File: config.mk
export PLATFORM = sky130hd
export DESIGN_NAME = taxi_eth_phy_mld_tx
export DESIGN_NICKNAME = d
export VERILOG_FILES = /design/src/rtl/taxi_eth_mld_pkg.sv /design/src/rtl/taxi_eth_mld_bip.sv /design/src/rtl/taxi_eth_phy_mld_tx.sv
export SDC_FILE = /design/constraint.sdc
export NUM_CORES = 1
export LEC_CHECK = 0
export ABC_AREA = 1
export CAP_MARGIN = 15
export CORE_MARGIN = 2
export CORE_UTILIZATION = 35
export DETAILED_ROUTE_END_ITERATION = 6
export SLEW_MARGIN = 15
export SYNTH_ARGS = -nofsm -noshare
export SYNTH_HDL_FRONTEND = slang
export SYNTH_SLANG_ARGS = --single-unit
File: constraint.sdc
create_clock -name clk -period 4.9 [get_ports clk]
set_input_delay 0.98 -clock clk [delete_from_list [all_inputs] [get_ports clk]]
set_output_delay 0.98 -clock clk [all_outputs]
set_load 0.01 [all_outputs]
File: src/rtl/taxi_eth_mld_pkg.sv
// Shared constants for the MLD transmit path: sync headers, the
// per-lane alignment marker table and the BIP-8 helpers.
package taxi_eth_mld_pkg;

  localparam logic [1:0] SYNC_DATA = 2'b10;
  localparam logic [1:0] SYNC_CTRL = 2'b01;

  typedef enum logic {
    PH_DATA = 1'b0,
    PH_AM   = 1'b1
  } mld_phase_t;

  // {M2, M1, M0} per lane, lane 0 in the low bits
  localparam logic [3:0][23:0] AM_TBL = {
    24'h3D79A2,
    24'h9B65C5,
    24'hE6C4F0,
    24'h477690
  };

  function automatic logic [7:0] bip8_calc(
    input logic [63:0] data,
    input logic [1:0]  hdr
  );
    logic [7:0] r;
    r = '0;
    for (int i = 0; i < 8; i++)
      r ^= data[i*8 +: 8];
    r[3] ^= hdr[0];
    r[4] ^= hdr[1];
    return r;
  endfunction

  // bytes 0..7: M0 M1 M2 BIP3 ~M0 ~M1 ~M2 ~BIP3
  function automatic logic [63:0] am_word(
    input logic [1:0] lane,
    input logic [7:0] bip
  );
    logic [23:0] m;
    m = AM_TBL[lane];
    return {~bip, ~m, bip, m};
  endfunction

endpackage

File: src/rtl/taxi_eth_mld_bip.sv
// Per-lane BIP-8 accumulator. Ports: i_load/i_load_val overwrite the
// parity, i_acc folds in i_data/i_hdr, o_value is the running parity.
module taxi_eth_mld_bip
  import taxi_eth_mld_pkg::*;
(
  input  logic        clk,
  input  logic        rst_n,
  input  logic        i_load,
  input  logic [7:0]  i_load_val,
  input  logic        i_acc,
  input  logic [63:0] i_data,
  input  logic [1:0]  i_hdr,
  output logic [7:0]  o_value
);

  logic [7:0] r_bip;

  always_ff @(posedge clk or negedge rst_n) begin
    if (!rst_n)
      r_bip <= '0;
    else if (i_load)
      r_bip <= i_load_val;
    else if (i_acc)
      r_bip <= r_bip ^ bip8_calc(i_data, i_hdr);
  end

  assign o_value = r_bip;

endmodule

File: src/rtl/taxi_eth_phy_mld_tx.sv
// MLD transmit: round-robins 66-bit blocks over LANES lanes and inserts
// per-lane alignment markers with BIP-8 every AM_PERIOD data words.
// Ports: encoded_tx_* block input (valid/ready), serdes_tx_* lane words,
// cfg_am_enable gates AM insertion, stat_am_inserted marks AM words.
module taxi_eth_phy_mld_tx
  import taxi_eth_mld_pkg::*;
#(
  parameter int DATA_W    = 64,
  parameter int HDR_W     = 2,
  parameter int LANES     = 4,
  parameter int AM_PERIOD = 16383
) (
  input  logic                    clk,
  input  logic                    rst_n,
  input  logic [DATA_W-1:0]       encoded_tx_data,
  input  logic [HDR_W-1:0]        encoded_tx_hdr,
  input  logic                    encoded_tx_valid,
  output logic                    encoded_tx_ready,
  output logic [LANES*DATA_W-1:0] serdes_tx_data,
  output logic [LANES*HDR_W-1:0]  serdes_tx_hdr,
  output logic                    serdes_tx_valid,
  input  logic                    cfg_am_enable,
  output logic                    stat_am_inserted
);

  localparam int IW = (LANES > 1) ? $clog2(LANES) : 1;
  localparam int CW = (AM_PERIOD > 1) ? $clog2(AM_PERIOD) : 1;
  localparam logic [IW-1:0] LAST    = IW'(LANES - 1);
  localparam logic [CW-1:0] CNT_MAX = CW'(AM_PERIOD - 1);

  mld_phase_t      r_phase, w_phase_n;
  logic [IW-1:0]   r_lane, w_lane_n;
  logic [CW-1:0]   r_cnt, w_cnt_n;
  logic            r_en, w_en_n;
  logic            w_last, w_acc, w_bound;
  logic            w_emit_data, w_emit_am, w_bip_load;

  logic [DATA_W-1:0] r_buf_d [LANES];
  logic [HDR_W-1:0]  r_buf_h [LANES];

  logic [LANES*DATA_W-1:0] w_blk_d, w_am_d, r_data;
  logic [LANES*HDR_W-1:0]  w_blk_h, r_hdr;
  logic                    r_valid, r_stat;

  assign w_last = (r_lane == LAST);
  assign w_acc  = (r_phase == PH_DATA) && encoded_tx_valid;

  always_comb begin
    w_phase_n   = r_phase;
    w_lane_n    = r_lane;
    w_cnt_n     = r_cnt;
    w_en_n      = r_en;
    w_emit_data = 1'b0;
    w_emit_am   = 1'b0;
    w_bound     = 1'b0;
    unique case (r_phase)
      PH_AM: begin
        w_lane_n = w_last ? '0 : r_lane + 1'b1;
        if (w_last) begin
          w_bound   = 1'b1;
          w_en_n    = cfg_am_enable;
          w_emit_am = cfg_am_enable;
          w_phase_n = PH_DATA;
          w_cnt_n   = '0;
        end
      end
      PH_DATA: begin
        if (w_acc) begin
          w_lane_n = w_last ? '0 : r_lane + 1'b1;
          if (w_last) begin
            w_bound     = 1'b1;
            w_emit_data = 1'b1;
            w_en_n      = cfg_am_enable;
            if (!cfg_am_enable) begin
              w_cnt_n = '0;
            end else if (!r_en || r_cnt == CNT_MAX) begin
              // enable just rose, or the period expired
              w_cnt_n   = '0;
              w_phase_n = PH_AM;
            end else begin
              w_cnt_n = r_cnt + 1'b1;
            end
          end
        end
      end
      default: ;
    endcase
  end

  always_ff @(posedge clk or negedge rst_n) begin
    if (!rst_n) begin
      r_phase <= PH_AM;
      r_lane  <= '0;
      r_cnt   <= '0;
      r_en    <= 1'b0;
    end else begin
      r_phase <= w_phase_n;
      r_lane  <= w_lane_n;
      r_cnt   <= w_cnt_n;
      r_en    <= w_en_n;
    end
  end

  always_ff @(posedge clk or negedge rst_n) begin
    if (!rst_n) begin
      for (int i = 0; i < LANES; i++) begin
        r_buf_d[i] <= '0;
        r_buf_h[i] <= '0;
      end
    end else if (w_acc) begin
      r_buf_d[r_lane] <= encoded_tx_data;
      r_buf_h[r_lane] <= encoded_tx_hdr;
    end
  end

  // disabled AM insertion keeps every parity cleared
  assign w_bip_load = w_emit_am | (w_bound & ~cfg_am_enable);

  for (genvar l = 0; l < LANES; l++) begin : g_lane
    logic              w_cur;
    logic [7:0]        w_bip;
    logic [DATA_W-1:0] w_am;

    // the final block of a word bypasses the buffer
    assign w_cur = (r_lane == IW'(l));
    assign w_blk_d[l*DATA_W +: DATA_W] =
      w_cur ? encoded_tx_data : r_buf_d[l];
    assign w_blk_h[l*HDR_W +: HDR_W] =
      w_cur ? encoded_tx_hdr : r_buf_h[l];
    assign w_am = am_word(2'(l), w_bip);
    assign w_am_d[l*DATA_W +: DATA_W] = w_am;

    taxi_eth_mld_bip u_bip (
      .clk        (clk),
      .rst_n      (rst_n),
      .i_load     (w_bip_load),
      .i_load_val (w_emit_am ? bip8_calc(w_am, SYNC_CTRL) : 8'h00),
      .i_acc      (w_emit_data & cfg_am_enable),
      .i_data     (w_blk_d[l*DATA_W +: DATA_W]),
      .i_hdr      (w_blk_h[l*HDR_W +: HDR_W]),
      .o_value    (w_bip)
    );
  end

  always_ff @(posedge clk or negedge rst_n) begin
    if (!rst_n) begin
      r_data  <= '0;
      r_hdr   <= '0;
      r_valid <= 1'b0;
      r_stat  <= 1'b0;
    end else begin
      r_valid <= w_emit_data | w_emit_am;
      r_stat  <= w_emit_am;
      if (w_emit_am) begin
        r_data <= w_am_d;
        r_hdr  <= {LANES{SYNC_CTRL}};
      end else if (w_emit_data) begin
        r_data <= w_blk_d;
        r_hdr  <= w_blk_h;
      end
    end
  end

  assign encoded_tx_ready = (r_phase == PH_DATA);
  assign serdes_tx_data   = r_data;
  assign serdes_tx_hdr    = r_hdr;
  assign serdes_tx_valid  = r_valid;
  assign stat_am_inserted = r_stat;

endmodule

# Word level (Yosys, flattened, before mapping)

Cells that the tools add are included.

$add $sub $neg: 2
Magnitude comparators: 2
Equal/unequal tests: 7
Mux-type cells: 54
Bitwise operators: 75
Reduce and logical (&&, ||, !) cells: 8

Operators with widths:

| operator              | number |
|---|---|
| $mux 256              | 2 |
| $mux 64               | 5 |
| $xor 8x8->8           | 36 |
| $bwmux 256            | 1 |
| $demux 64 s2          | 1 |
| $mux 8                | 14 |
| $mux 14               | 5 |
| $not 8->8             | 4 |
| $pmux 14 s2           | 1 |
| $not 4->4             | 5 |
| $not 5->5             | 4 |
| $not 3->3             | 6 |
| $add 14x1->14 const B | 1 |
| $eq 14x14->1 const B  | 1 |
| $mux 2                | 7 |
| $mux 1                | 12 |
| $bwmux 8              | 1 |
| $xor 1x1->1           | 8 |
| $ne 2x1->1 const B    | 3 |
| $not 1->1             | 6 |
| $not 6->6             | 1 |
| $pmux 1 s2            | 3 |
| $demux 2 s2           | 1 |
| $eq 2x2->1 const B    | 2 |
| other kinds (14)      | 18 |

Bits in registers: 580
Input bits: 70
Output and inout port bits: 267
Word-level logic and storage cells: 168

# Logic depth before layout (Yosys ltp)

Gate-level depths: netlist (run 1).

Depth in word-level cells: 13
Depth in mapped cells: 19
Gate-level depth less buffers: 18

# Hierarchy

From an unflattened synthesis (run 1), not the netlist that was laid out.

Cell total of the unflattened synthesis: 3612
Area, all modules: 28563.6 µm²

By module, submodules not included:

| module              | times used | cells each | area each (µm²) | sequential area each (µm²) |
|---|---|---|---|---|
| taxi_eth_phy_mld_tx | 1          | 2604       | 23078.4         | 13714.4 |
| taxi_eth_mld_bip    | 4          | 252        | 1371.3          | 200.2 |

# Least setup slack after synthesis (run 1)

Ideal clock, no wire load.

Path type: input-to-reg
Start: input port cfg_am_enable
End: register r_data[154] (netlist: serdes_tx_data[154])
Setup time: 0.126 ns
Arrival time: 2.096 ns
Data required time: 4.774 ns
Setup slack: 2.678 ns
Stages on the path: 8
Cell sequence: inv_1 -> nor2_4 -> inv_2 -> nand2_2 -> inv_2 -> buf_2 -> buf_1 -> a221o_1

Word-level cells in the longest chain between the ends: 3

Ends and longest elaborated chain:

| what                                                 | line                       | source |
|---|---|---|
| start: declaration                                   | taxi_eth_phy_mld_tx.sv:22  | `input logic cfg_am_enable,` |
| $mux 1 (*)                                           | taxi_eth_phy_mld_tx.sv:59  | `if (w_last) begin` |
| $mux 1 (*)                                           | taxi_eth_phy_mld_tx.sv:56  | `unique case (r_phase)` |
| $mux 256 / $reduce_bool 2->1 (equally long branches) | n/a                        |  |
| end signal: assignment                               | taxi_eth_phy_mld_tx.sv:155 | `r_data <= w_am_d;` |
| end signal: assignment                               | taxi_eth_phy_mld_tx.sv:158 | `r_data <= w_blk_d;` |
| end: declaration                                     | taxi_eth_phy_mld_tx.sv:41  | `logic [LANES*DATA_W-1:0] w_blk_d, w_am_d, r_data;` |

Every way passes the cells marked *; elsewhere a longest branch is shown, timed or not.
A chain may end at the register's enable or synchronous reset.

# Worst setup path in the final report (run 1)

Start: register r_lane[0]
End: register g_lane[0].u_bip.r_bip[3]

Word-level cells in the longest chain between the ends: 13

Ends and longest elaborated chain:

| what                      | line                       | source |
|---|---|---|
| start: declaration        | taxi_eth_phy_mld_tx.sv:32  | `logic [IW-1:0] r_lane, w_lane_n;` |
| start signal: assignment  | taxi_eth_phy_mld_tx.sv:98  | `r_lane <= w_lane_n;` |
| $logic_not 2->1           | taxi_eth_phy_mld_tx.sv:125 | `assign w_cur = (r_lane == IW'(l));` |
| $mux 64                   | taxi_eth_phy_mld_tx.sv:127 | `w_cur ? encoded_tx_data : r_buf_d[l];` |
| $xor 8x8->8 (7 in series) | taxi_eth_mld_pkg.sv:28     | `r ^= data[i*8 +: 8];` |
| $xor 1x1->1               | taxi_eth_mld_pkg.sv:29     | `r[3] ^= hdr[0];` |
| $xor 8x8->8               | taxi_eth_mld_bip.sv:24     | `r_bip <= r_bip ^ bip8_calc(i_data, i_hdr);` |
| $mux 8                    | taxi_eth_mld_bip.sv:23     | `else if (i_acc)` |
| $mux 8                    | taxi_eth_mld_bip.sv:21     | `else if (i_load)` |
| end signal: assignment    | taxi_eth_mld_bip.sv:22     | `r_bip <= i_load_val;` |
| end signal: assignment    | taxi_eth_mld_bip.sv:24     |  |
| end: declaration          | taxi_eth_mld_bip.sv:16     | `logic [7:0] r_bip;` |

Parallel ways exist; a longest one is shown, timed or not. The select of a mux whose other input is x is not followed.

==> results of run 1 <==
[power breakdown]
group / internal (W) / switching (W) / leakage (nW)
Combinational: 0.00605 / 0.00949 / 8.48
Clock: 0.00292 / 0.00213 / 1.06
Sequential: 0.00694 / 0.00132 / 7.15
[sequential cells by signal, summed over array words and instances, names as in the netlist]
name,cells
r_buf_d,256
r_en,1
r_lane,2
r_phase,1
serdes_tx_data,256
serdes_tx_valid,1
r_cnt,14
stat_am_inserted,1
serdes_tx_hdr,8
g_lane.u_bip.o_value,32
r_buf_h,8
[stage by stage]
step / std cells / utilization, % / power (W) / hold slack (ps)
floorplan: 3571 / - / 0.01838 / 443.8
global placement: 4824 / 40.66 / 0.02341 / 461.0
detailed placement: 4824 / 40.66 / 0.02370 / 467.8
CTS: 4941 / 43.33 / 0.02888 / 458.2
global route: 4941 / 43.33 / 0.03117 / 500.6
finish: 4946 / 43.35 / 0.02885 / 445.2
[worst register-to-register path, cell delays in order (launching register included)]
cell     delay, ps
dfrtp_1        430
inv_1          190
ha_4           570
inv_4          460
o21ai_0        700
xnor2_1        190
xnor2_1        230
nand3_1        120
nand3_1        100
nand2_1         50
[layout by cell type (no fill, tap or decap), types with 3 or more instances in the layout]
cell type / count
a22o_1: 46
o211ai_1: 16
o21ai_1: 81
clkbuf_16: 71
inv_6: 4
a21oi_1: 30
dfrtp_1: 579
inv_4: 3
nor2_1: 93
diode_2: 5
clkbuf_1: 20
nand2_4: 5
nand3_1: 102
buf_12: 8
inv_1: 316
o22ai_1: 31
nand4_1: 13
a221o_1: 11
o21ai_2: 9
nand3b_1: 9
nand2_1: 1296
inv_2: 4
xnor2_1: 98
buf_4: 40
nor2_4: 3
clkdlybuf4s50_1: 335
xor2_1: 80
o21ai_0: 523
clkinv_2: 10
a211oi_1: 11
clkbuf_8: 10
[area by class of cell]
type / count / area [sq um] / share of cell area, %
Antenna cell: 5 / 12.51 / 0.03578
Inverter: 325 / 1234 / 3.528
Sequential cell: 580 / 14520 / 41.51
Timing Repair Buffer: 384 / 3829 / 10.95
Clock buffer: 101 / 1989 / 5.689
Tap cell: 1060 / 1326 / 3.792
Clock inverter: 16 / 163.9 / 0.4687
Multi-Input combinational cell: 2475 / 11900 / 34.03
[kinds of logic (layout without fill, tap and decap cells)]
| group | count (synthesis) | in the layout | share of synthesized area (%) |
|---|---|---|---|
| adders and majority gates | 6 | 6 | 0.2630 |
| DFF | 580 | 580 | 50.85 |
| buffers and inverters | 516 | 826 | 7.688 |
| AOI/OAI and AO/OA | 758 | 758 | 14.58 |
| and+or+nand+nor | 1529 | 1529 | 20.93 |
| other | 0 | 5 | 0 |
| xor gates and xnor gates | 182 | 182 | 5.689 |
[final timing paths]
path,to,startpoint
worst max-delay path,g_lane[0].u_bip.o_value[3]$_DFFE_PN0P_,r_lane[0]$_DFFE_PN0N_
worst min-delay path,serdes_tx_data[203]$_DFFE_PN0P_,rst_n
worst max register to register,g_lane[0].u_bip.o_value[3]$_DFFE_PN0P_,r_lane[0]$_DFFE_PN0N_
min in group clk,serdes_tx_data[27]$_DFFE_PN0P_,serdes_tx_data[27]$_DFFE_PN0P_
max in group asynchronous,serdes_tx_data[77]$_DFFE_PN0P_,rst_n
worst min register to register,serdes_tx_data[27]$_DFFE_PN0P_,serdes_tx_data[27]$_DFFE_PN0P_
[metal layers]
metal / GRT usage [%] / vias up / wire (um)
li1: - / 11920 / -
met1: 36.63 / 12140 / 48030
met2: 38.27 / 978 / 47100
met3: 7.300 / 150 / 10890
met4: 10.37 / 10 / 4320
met5: 0 / - / 70
==> impl_metrics.ini, run 1 <==
[run_status]
status = completed

[placement]
numPortBuffers = 336
dpl_cell_area_sq_um = 32810
pre_cts_ws_ps = 1314
place_congestion = 0.8965
place_hpwl_mm = 76.07

[timing]
tightest_slew_ps = 1167
layout_setup_ws_ps = 1735
final_max_slew_viol_count = 0
tns_ps = 0
layout_min_cycle_time_ps = 3165
slew_headroom_pct = 22.21
finClkSkew_ps = 39.05
timing.fmax_mhz = 315.9
rsz0062_at_grt = false
setup_viol = 0
hold_viol = 0
fin_crit_sh_pct = 64.60

[setup_path]
cp_top_family = compound AO/OA/AOI/OAI gates
path_max_fanout = 64
endpoint_kind = flop
worstSetupPathType = flop to flop
path_cells = inv_1 -> ha_4 -> inv_4 -> o21ai_0 -> xnor2_1 -> xnor2_1 -> nand3_1 -> nand3_1 -> nand2_1
reg2reg_slack_ps = 1730
cpPeakStageDelay_ps = 700
crit_arrival_ps = 3670
rr_worst_depth = 9
cp.depth = 9
setup.worst_path.start_class = flop
required_ps = 5400
critPathSlowestCell = o21ai_0
worst-path-buf-inv = 2

[logic_synthesis]
yosysMostFrequentCell = nand2_1
synth-seq-cells = 580
synth_top_area_share_pct = 50.76
synth_nets = 3647
yosysSeqAreaShare_pct = 50.85
synth_commonest_cells = 1,300 x nand2_1, 579 x dfrtp_1, 523 x o21ai_0
synth-edff-count = 0
synth_async_sr_flop_share_pct = 100.0
yosys_warnings = 0
synth_area_sq_um = 28550
synth_top_area_cell = dfrtp_1
synth.area.top_cells = dfrtp_1 51%, nand2_1 17%, o21ai_0 9.2%
synthDistinctLibCells = 37
ys.flop_type = dfrtp_1
synth.avg_cell_area_sq_um = 7.994
syn_inst = 3571

[clock_network]
cts_buffer_depth = 3
clkSlewWorstSetupHoldPaths_ps = 60
hold_buffers = 0
post_cts_buffers = 0
clk-insertion-delay-late_ps = 630
cts_root_buf = clkbuf_16
cts_max_level = 3
cts-buffers-inserted = 68
cts_tree = done
post_cts_resized = 0
cts.sinks = 580

[floorplanning]
start_util_pct = 35.38
core.rowCount = 104
dieArea_sq_um = 83860
io_pins = 337
core_area_sq_um = 80680
die_height_um = 289.6
die_x_um = 289.6

[global_routing]
grt_max_degree = 113
antenna_found_initial = 7
grt_pass1_wl_mm = 160.3
grt_overflow = 0
track_usage_pct = 26.18
grt_pass1_vias = 23350

[route]
route.detailed.wl_per_inst_um = 22.32
drc_errors = 0
antenna_left = 0
drtPass1Iterations = 6
via_per_inst = 5.095
drt_iter0_drc = 2759
via_count = 25200
routed_wl_mm = 110.4

[pwr]
power_density_nw_per_um2 = 824.9
leakagePower_nw = 16.69
irDropWorstVdd_uv = 438.4

[cells_and_area]
fill_cells = 8015
drive_gt1_share_pct = 4.741
final_area_sq_um = 34970
syn_to_final_growth_pct = 22.51
nNetsFinal = 3910

[worst_hold_path]
hp-class = input pin to async pin

[run]
drv_cap = 0
Power figures use the tool's default switching activity.
==> inputs of run 2 (changes only) <==
==> constraint.sdc (replaced) <==
create_clock -name clk -period 2.88 [get_ports clk]
set_input_delay 0.576 -clock clk [delete_from_list [all_inputs] [get_ports clk]]
set_output_delay 0.576 -clock clk [all_outputs]
set_load 0.01 [all_outputs]
==> run 2 against run 1 <==
First-iteration DRC count increased by 1.4%. Critical endpoint is now g_lane[2].u_bip.o_value[1]$_DFFE_PN0P_. Largest cell class unchanged. Power rose by 79%. Clock-buffer cell count is 3 lower. Final cell count is 3.6% higher. Fmax increased by 23%. Sequential share of layout area decreased by 1.9 points. Register-to-register slack got worse by 1400 ps. Wire length grew 4.1%. Non-clock buffer count up 168. Global-route usage increased by 1.1 points. Die area is the same.
==> impl_metrics.ini, run 2 (same netlist as run 1, synthesis figures left out) <==
[clock_network]
cts_root_buf = clkbuf_16
cts_buffer_depth = 3
cts-buffers-inserted = 68
cts_max_level = 3
cts.sinks = 580
clk-insertion-delay-late_ps = 640
post_cts_buffers = 0
cts_tree = done
clkSlewWorstSetupHoldPaths_ps = 70

[setup_path]
reg2reg_slack_ps = 310
rr_endpoint = g_lane[2].u_bip.o_value[1]$_DFFE_PN0P_
rr_startpoint = r_lane[0]$_DFFE_PN0N_
rr_worst_depth = 11
crit_arrival_ps = 3090
required_ps = 3400
path_max_fanout = 79
setup.worst_path.start_class = flop
worstSetupPathType = flop to flop
endpoint_kind = flop

[timing]
tightest_slew_ps = 876.7
tns_ps = 0
slew_headroom_pct = 41.55
rsz0062_at_grt = false
final_max_slew_viol_count = 0
fin_crit_sh_pct = 89.27
timing.fmax_mhz = 389.0
finClkSkew_ps = 38.44
layout_setup_ws_ps = 309.0
layout_min_cycle_time_ps = 2571
setup_viol = 0
hold_viol = 0

[placement]
dpl_cell_area_sq_um = 34320
pre_cts_ws_ps = 191.8
place_hpwl_mm = 83.15
place_congestion = 0.9577
numPortBuffers = 336
place_inst = 4991

[pwr]
irDropWorstVdd_uv = 634.2
leakagePower_nw = 17.68
power_w = 0.05167
p_int_w = 0.02879
p_sw_share_pct = 44.29
pwr-share-seq_pct = 27.3
pwr-share-comb_pct = 55.1
power_density_nw_per_um2 = 1409
pwr-share-clk_pct = 17.6
power.switching_w = 0.02288

[global_routing]
grt_pass1_wl_mm = 165.5
antenna_found_initial = 9
grt_max_degree = 97
grt_overflow = 0
grt_pass1_vias = 24380
track_usage_pct = 27.24

[run]
drv_cap = 0

[floorplanning]
dieArea_sq_um = 83860
io_pins = 337
start_util_pct = 35.38
die_x_um = 289.6
core.rowCount = 104
die_height_um = 289.6
core_area_sq_um = 80680

[route]
route.detailed.wl_per_inst_um = 22.44
drtPass1Iterations = 6
via_count = 26010
routed_wl_mm = 115.0
drc_errors = 0
via_per_inst = 5.077
antenna_left = 0
drt_iter0_drc = 2799

[worst_hold_path]
hp-class = flop to flop
min_from = r_buf_d[176]$_DFFE_PN0P_
whs_path_depth = 2
min_delay_worst_endpoint = r_buf_d[176]$_DFFE_PN0P_

[cells_and_area]
fill_cells = 8008
final_cell_mix = 1,296 x nand2_1, 579 x dfrtp_1, 523 x o21ai_0, 335 x clkdlybuf4s50_1, 317 x inv_1
stdcell_count = 5123
nNetsFinal = 4078
final_common_cell = nand2_1
syn_to_final_growth_pct = 28.48
drive_gt1_share_pct = 8.925
final_area_sq_um = 36680

[run_status]
status = completed
run 2: power by group through the flow:
| stage | Sequential, W | Combinational [W] | Clock [W] |
|---|---|---|---|
| floorplan | 0.0143 | 0.0170 | 0 |
| global placement | 0.0141 | 0.0278 | 0 |
| detailed placement | 0.0141 | 0.0281 | 0 |
| CTS | 0.0141 | 0.0284 | 0.00922 |
| global route | 0.0145 | 0.0316 | 0.00955 |
| finish | 0.0141 | 0.0285 | 0.00910 |
run 2: what timing repair did:
action | CTS | global route
hold endpoints to repair | 40 | 0
hold buffers | 1 | 0
resized for setup | 0 | 1
setup endpoints to repair | 0 | 1
run 2: area by class of cell:
cell class,count,area [sq um],share of cell area [%]
Antenna cell,7,17.52,0.04776
Timing Repair Buffer,552,5355,14.60
Sequential cell,580,14520,39.58
Clock buffer,98,1998,5.448
Inverter,325,1236,3.371
Tap cell,1060,1326,3.616
Multi-Input combinational cell,2475,11900,32.45
Clock inverter,26,325.3,0.8870
run 2: worst max path at each step:
stage / start / to / slack (ps) / cells after the start
after global placement: encoded_tx_data[37] / g_lane[1].u_bip.o_value[5]$_DFFE_PN0P_ / 190 / 10
after CTS: r_lane[0]$_DFFE_PN0N_ / g_lane[2].u_bip.o_value[4]$_DFFE_PN0P_ / 280 / 14
after floorplan: r_lane[0]$_DFFE_PN0N_ / g_lane[0].u_bip.o_value[3]$_DFFE_PN0P_ / 930 / 14
after global routing: r_lane[0]$_DFFE_PN0N_ / g_lane[2].u_bip.o_value[4]$_DFFE_PN0P_ / 110 / 16
after detailed placement: encoded_tx_data[37] / g_lane[1].u_bip.o_value[5]$_DFFE_PN0P_ / 190 / 10
final: r_lane[0]$_DFFE_PN0N_ / g_lane[2].u_bip.o_value[1]$_DFFE_PN0P_ / 310 / 11
run 2: metal layers:
metal / global-route usage [%] / share of wire (%)
met2: 39.36 / 42
met3: 7.810 / 10
met4: 11.76 / 4.5
met5: 0 / 0.040
met1: 38.00 / 43
run 2: worst max-delay path, stage by stage, from the launching register on:
cell     delay, ps
dfrtp_1        430
inv_1          180
ha_2           280
buf_12         330
o21ai_0        330
xnor2_1        340
xor2_1         200
nand2_1         90
nand2_1         60
nand2_1         40
nand3_1         60
nand2_1         60
run 2: metrics by stage:
stage	hold WS [ps]	utilization, %
5_1_grt	500.2	45.44
4_1_cts	481.5	45.43
3_5_place_dp	467.7	42.54
6_report	479.9	45.46
3_3_place_gp	461.3	42.54
2_1_floorplan	280.4	-
